$ cat config.mk
export PLATFORM = sky130hd
export DESIGN_NAME = uart_tx_param
export DESIGN_NICKNAME = d
export VERILOG_FILES = /design/src/rtl/uart_pkg.sv /design/src/rtl/uart_tx_fifo.sv /design/src/rtl/uart_tx_param.sv
export SDC_FILE = /design/constraint.sdc
export NUM_CORES = 1
export LEC_CHECK = 0
export ABC_AREA = 0
export ABC_CLOCK_PERIOD_IN_PS = 3580
export CAP_MARGIN = 20
export CORE_AREA = 4 4 99 101
export CTS_BUF_LIST = sky130_fd_sc_hd__clkbuf_8
export CTS_CLUSTER_DIAMETER = 60
export DETAILED_ROUTE_END_ITERATION = 7
export DIE_AREA = 0 0 103 105
export PLACE_DENSITY = 0.5
export RECOVER_POWER = 25
export SYNTH_ARGS = -nofsm -noshare
export SYNTH_HDL_FRONTEND = slang
export SYNTH_SLANG_ARGS = --single-unit
$ cat constraint.sdc
create_clock -name clk -period 3.58 [get_ports clk]
set_clock_uncertainty 0.05 [all_clocks]
set_input_delay 1.074 -clock clk [delete_from_list [all_inputs] [get_ports clk]]
set_output_delay 1.074 -clock clk [all_outputs]
set_load 0.05 [all_outputs]
$ cat src/rtl/uart_pkg.sv
// Shared types and default sizes for the parametrised UART transmitter.
package uart_pkg;

    typedef enum logic [2:0] {
        IDLE,
        START,
        DATA,
        PARITY,
        STOP
    } tx_state_t;

    localparam int DEF_DATA_BITS    = 8;
    localparam int DEF_CLKS_PER_BIT = 16;
    localparam int DEF_FIFO_DEPTH   = 4;

endpackage

$ cat src/rtl/uart_tx_fifo.sv
// Synchronous FIFO buffering words for the UART transmitter.
// DEPTH must be a power of two so the pointers wrap naturally.
module uart_tx_fifo
    import uart_pkg::*;
#(
    parameter int WIDTH = DEF_DATA_BITS,
    parameter int DEPTH = DEF_FIFO_DEPTH
) (
    input  logic                       clk,
    input  logic                       reset,
    input  logic                       push,
    input  logic                       pop,
    input  logic [WIDTH-1:0]           wdata,
    output logic [WIDTH-1:0]           rdata,
    output logic                       full,
    output logic                       empty,
    output logic [$clog2(DEPTH+1)-1:0] count
);

    localparam int PTR_W = $clog2(DEPTH);
    localparam int CNT_W = $clog2(DEPTH + 1);

    logic [WIDTH-1:0] mem [DEPTH];
    logic [PTR_W-1:0] wr_ptr;
    logic [PTR_W-1:0] rd_ptr;
    logic             do_push;
    logic             do_pop;

    assign full    = (count == CNT_W'(DEPTH));
    assign empty   = (count == '0);
    assign do_push = push && !full;
    assign do_pop  = pop && !empty;
    assign rdata   = mem[rd_ptr];

    // NOTE: sequential state uses non-blocking assignments so every register samples pre-edge values.
    always_ff @(posedge clk) begin
        if (reset) begin
            wr_ptr <= '0;
            rd_ptr <= '0;
            count  <= '0;
        end else begin
            if (do_push) wr_ptr <= wr_ptr + PTR_W'(1);
            if (do_pop)  rd_ptr <= rd_ptr + PTR_W'(1);
            case ({do_push, do_pop})
                2'b10:   count <= count + CNT_W'(1);
                2'b01:   count <= count - CNT_W'(1);
                default: count <= count;
            endcase
        end
    end

    // NOTE: storage is not reset; count and pointers alone decide which entries are valid.
    always_ff @(posedge clk) begin
        if (do_push) mem[wr_ptr] <= wdata;
    end

endmodule

$ cat src/rtl/uart_tx_param.sv
// UART transmitter with integrated FIFO: start, DATA_BITS LSB first, optional parity, STOP_BITS.
// Define UART_TX_PARITY_EN to insert a parity bit (sense set by PARITY_ODD).
module uart_tx_param
    import uart_pkg::*;
#(
    parameter int DATA_BITS    = DEF_DATA_BITS,
    parameter int STOP_BITS    = 1,
    parameter int CLKS_PER_BIT = DEF_CLKS_PER_BIT,
    parameter int FIFO_DEPTH   = DEF_FIFO_DEPTH,
    parameter int PARITY_ODD   = 0
) (
    input  logic                            clk,
    input  logic                            reset,
    input  logic [DATA_BITS-1:0]            data,
    input  logic                            data_valid,
    output logic                            data_ready,
    output logic                            tx,
    output logic                            busy,
    output logic [$clog2(FIFO_DEPTH+1)-1:0] fifo_count
);

    localparam int BAUD_W = $clog2(CLKS_PER_BIT);
    localparam int IDX_W  = $clog2(DATA_BITS);
    localparam logic [BAUD_W-1:0] BAUD_LAST = BAUD_W'(CLKS_PER_BIT - 1);
    localparam logic [IDX_W-1:0]  DATA_LAST = IDX_W'(DATA_BITS - 1);
    localparam logic [IDX_W-1:0]  STOP_LAST = IDX_W'(STOP_BITS - 1);

    if (DATA_BITS < 5 || DATA_BITS > 9 || (STOP_BITS != 1 && STOP_BITS != 2) ||
        CLKS_PER_BIT < 2 || FIFO_DEPTH < 2 || (FIFO_DEPTH & (FIFO_DEPTH - 1)) != 0 ||
        (PARITY_ODD != 0 && PARITY_ODD != 1)) begin : g_bad_params
        $error("uart_tx_param: illegal parameter combination");
    end

    tx_state_t            state_q, state_d;
    logic [BAUD_W-1:0]    baud_q;
    logic [IDX_W-1:0]     idx_q, idx_d;
    logic [DATA_BITS-1:0] shift_q, shift_d;
    logic                 tx_q, tx_d;
    logic                 bit_end;
    logic                 fifo_pop;
    logic                 fifo_full;
    logic                 fifo_empty;
    logic [DATA_BITS-1:0] fifo_rdata;
`ifdef UART_TX_PARITY_EN
    logic                 parity_q, parity_d;
`endif

    uart_tx_fifo #(
        .WIDTH (DATA_BITS),
        .DEPTH (FIFO_DEPTH)
    ) u_fifo (
        .clk   (clk),
        .reset (reset),
        .push  (data_valid),
        .pop   (fifo_pop),
        .wdata (data),
        .rdata (fifo_rdata),
        .full  (fifo_full),
        .empty (fifo_empty),
        .count (fifo_count)
    );

    assign data_ready = !fifo_full;
    assign busy       = (state_q != IDLE);
    assign tx         = tx_q;
    assign bit_end    = (baud_q == BAUD_LAST);

    always_ff @(posedge clk) begin
        if (reset) begin
            state_q  <= IDLE;
            baud_q   <= '0;
            idx_q    <= '0;
            shift_q  <= '0;
            tx_q     <= 1'b1;
`ifdef UART_TX_PARITY_EN
            parity_q <= 1'b0;
`endif
        end else begin
            state_q  <= state_d;
            baud_q   <= (state_q == IDLE || bit_end) ? '0 : baud_q + BAUD_W'(1);
            idx_q    <= idx_d;
            shift_q  <= shift_d;
            tx_q     <= tx_d;
`ifdef UART_TX_PARITY_EN
            parity_q <= parity_d;
`endif
        end
    end

    // NOTE: every signal gets a default before the case so no path leaves one unassigned (no latches).
    always_comb begin
        state_d  = state_q;
        idx_d    = idx_q;
        shift_d  = shift_q;
        tx_d     = tx_q;
        fifo_pop = 1'b0;
`ifdef UART_TX_PARITY_EN
        parity_d = parity_q;
`endif
        case (state_q)
            IDLE: fifo_pop = !fifo_empty;
            START: if (bit_end) begin
                state_d = DATA;
                tx_d    = shift_q[0];
            end
            DATA: if (bit_end) begin
                shift_d = shift_q >> 1;
                if (idx_q == DATA_LAST) begin
                    idx_d = '0;
`ifdef UART_TX_PARITY_EN
                    state_d = PARITY;
                    tx_d    = parity_q;
`else
                    state_d = STOP;
                    tx_d    = 1'b1;
`endif
                end else begin
                    idx_d = idx_q + IDX_W'(1);
                    tx_d  = shift_q[1];
                end
            end
`ifdef UART_TX_PARITY_EN
            PARITY: if (bit_end) begin
                state_d = STOP;
                tx_d    = 1'b1;
            end
`endif
            STOP: if (bit_end) begin
                if (idx_q == STOP_LAST) begin
                    idx_d = '0;
                    if (fifo_empty) state_d = IDLE;
                    else            fifo_pop = 1'b1;
                end else begin
                    idx_d = idx_q + IDX_W'(1);
                end
            end
            default: state_d = IDLE;
        endcase

        // Back-to-back frames reload from the FIFO without passing through IDLE.
        if (fifo_pop) begin
            state_d  = START;
            shift_d  = fifo_rdata;
            tx_d     = 1'b0;
            idx_d    = '0;
`ifdef UART_TX_PARITY_EN
            parity_d = (^fifo_rdata) ^ (PARITY_ODD != 0);
`endif
        end
    end

endmodule

==> out/results.ini <==
[run_status]
status = finished clean

[clock_tree]
cts_setup_buffers = 0
numCtsBuffers = 9
cts_hold_buffers = 0
h-tree-depth = 3
clockRootBuffer = clkbuf_8
clk_pin_slew_ns = 0.07
clockBufferDepth = 2
clock_latency_ns = 0.34
cts_tree = done
post_cts_resized = 0
cts_sinks = 60

[critical_path]
arrival_ns = 1.92
startpoint_type = flop
crit_fanout = 12
r2r_end = u_fifo.count[2]
r2r.worst_path.cells = 11
required_ns = 2.46
r2r_setup_slack_ns = 0.64
worstSetupEndpointType = output pin
worst-setup-path-type = flop to output pin
timing.rr.start = baud_q[0]

[detailed_routing]
drtIter0Drc = 65
drc = 0
drt_pass1_iterations = 4
drt-wirelength-per-cell_um = 14.5
vias = 1646
vias_per_cell = 4.81
wl_mm = 4.95
ant_nets = 0

[global_route]
grt_max_degree = 15
grt_use_met1_pct = 12.5
busiest_layer = met2
grt_pass1_vias = 1676
grt_antenna_before_repair = 0
grt_usage_pct = 10.1
met3_usage_pct = 3.67
grt_pass1_wl_mm = 8.27
overflow = 0
grtUsageMet2_pct = 15.3

[die]
die_w_um = 103
dieArea_sq_mm = 0.0108
start_util_pct = 29.0
rows = 35
io_pins = 17
chipHeight_um = 105
core-area_sq_mm = 0.00902

[final_layout]
final_core_util_pct = 33.7
syn2layout_area_growth_pct = 16.3
diodes = 0
nNetsFinal = 247
drive_above_1_share_pct = 16.0

[yosys]
synth_nets = 229
yosys.cell_types.count = 48
ys_warn_count = 0
syn-cell-area_sq_mm = 0.00262
synthCells = 208
synthFlopType = edfxtp_1
synthArstFlopShare_pct = 0
yosysSeqAreaShare_pct = 58.2
yosys_register_bits = 60
synth-edff-count = 32
syn_area_per_cell_sq_um = 12.6

[pwr]
powerDensity_mw_per_mm2 = 658
p_leak_uw = 0.00104
ir_drop_v = 0.000222

[min_path]
hold_path.class = flop to flop
worstHoldStart = baud_q[0]
whs_path_depth = 1
worstHoldEndpoint = baud_q[0]

[timing]
slew_violations = 0
rsz0062_at_grt = no
tightest_slew_ns = 0.564
max_freq_ghz = 0.328
hold_violations = 0
relSlewSlack_pct = 62.1
setup_viol = 0
fin_crit_sh_pct = 85.1
setup_tns_ns = 0
min_period_ns = 3.05

[place]
dp_hpwl_mm = 3.34
gp_congestion = 0.727
place.port_buffers = 16

[flow_run]
maxCapViolations = 0

worst max-delay path by stage:
stage	to	slack [ns]	cells past startpoint	from
floorplan	u_fifo.count[2]	0.65	9	u_fifo.count[2]
global placement	u_fifo.count[2]	0.51	9	data_valid
detailed placement	u_fifo.count[2]	0.44	9	data_valid
CTS	data_ready	0.51	2	u_fifo.count[2]
global route	busy	0.41	3	state_q[1]
finish	busy	0.53	3	state_q[1]
cell type report:
cell class                      instances  area [sq um]
Multi-Input combinational cell        123           987
Tap cell                              111           139
Clock buffer                            9           124
Sequential cell                        60          1520
Timing Repair Buffer                   18           175
Inverter                               14          52.6
Fill cell                             904          5980
Clock inverter                          7          43.8
routing by layer:
layer | share of wire, % | vias to the layer above
met2 | 46 | 23
met3 | 3.6 | 10
met5 | 0 | -
met4 | 2.5 | 0
met1 | 47 | 802
li1 | - | 811
through the flow:
step / instance area, sq um / hold slack, ns / setup slack (ns) / instances / power [uW]
floorplan: 2620 / 0.368 / 0.649 / 208 / 1350
global placement: 2880 / 0.384 / 0.512 / 326 / 1500
detailed placement: 2880 / 0.387 / 0.439 / 326 / 1510
CTS: 3040 / 0.403 / 0.514 / 342 / 2030
global route: 3040 / 0.430 / 0.412 / 342 / 2130
finish: 3040 / 0.400 / 0.534 / 342 / 2000
placed cells by master, fill, tap and decap left out, types with 2 or more instances in the layout:
master / n
or3_1: 3
and3_1: 5
or3_4: 2
o21ai_0: 4
clkdlybuf4s50_1: 9
o22ai_1: 2
edfxtp_1: 32
a2111oi_0: 2
dfxtp_1: 28
nor3_1: 14
ha_1: 9
nand2_1: 4
a21o_1: 2
nand2b_1: 2
buf_4: 2
a21oi_1: 11
clkinvlp_4: 3
inv_1: 14
xor2_1: 3
clkinv_1: 2
mux4_2: 8
nor2_1: 15
clkbuf_8: 9
nand3_1: 4
dlygate4sd3_1: 7
xnor2_1: 4
o221a_2: 7
state kept, by name (all words and copies together) (netlist names), named ones only:
register       cells
state_q            3
idx_q              3
u_fifo.rd_ptr      2
u_fifo.wr_ptr      2
tx                 1
shift_q            8
u_fifo.mem        32
baud_q             4
u_fifo.count       3
synthesized netlist by cell type (4+ instances only):
library cell / n / share of area [%]
ha_1: 9 / 4.3
clkbuf_1: 6 / 0.86
a21oi_1: 11 / 2.1
o21ai_0: 4 / 0.77
nor3_1: 14 / 2.7
nor2_1: 15 / 2.2
edfxtp_1: 32 / 37
nand2_1: 4 / 0.57
mux4_2: 8 / 6.9
inv_1: 14 / 2.0
nand3_1: 4 / 0.77
and3_1: 5 / 1.2
dfxtp_1: 28 / 21
o221a_2: 7 / 3.0
xnor2_1: 4 / 1.3
critical path, stage by stage, from the launching register on:
cell	delay, ns
dfxtp_1	0.57
nor3_1	0.14
inv_1	0.08
clkdlybuf4s50_1	0.79
report_power, final:
part / total (uW) / switching (uW) / leakage (uW) / internal, uW
clock: 520 / 274 / 0.0000763 / 245
combinational: 525 / 293 / 0.000437 / 232
sequential: 956 / 99.0 / 0.000523 / 857
cells by family (layout without fill, tap and decap cells):
family	Yosys count	after routing	synth area share, %
DFF	60	60	58.2
and+or+nand+nor	59	59	12.1
AOI/OAI and AO/OA	37	37	10.5
buffers and inverters	25	48	4.11
adders and majority gates	10	10	5.07
muxes	10	10	7.70
xor gates and xnor gates	7	7	2.34
Power figures use the tool's default switching activity.
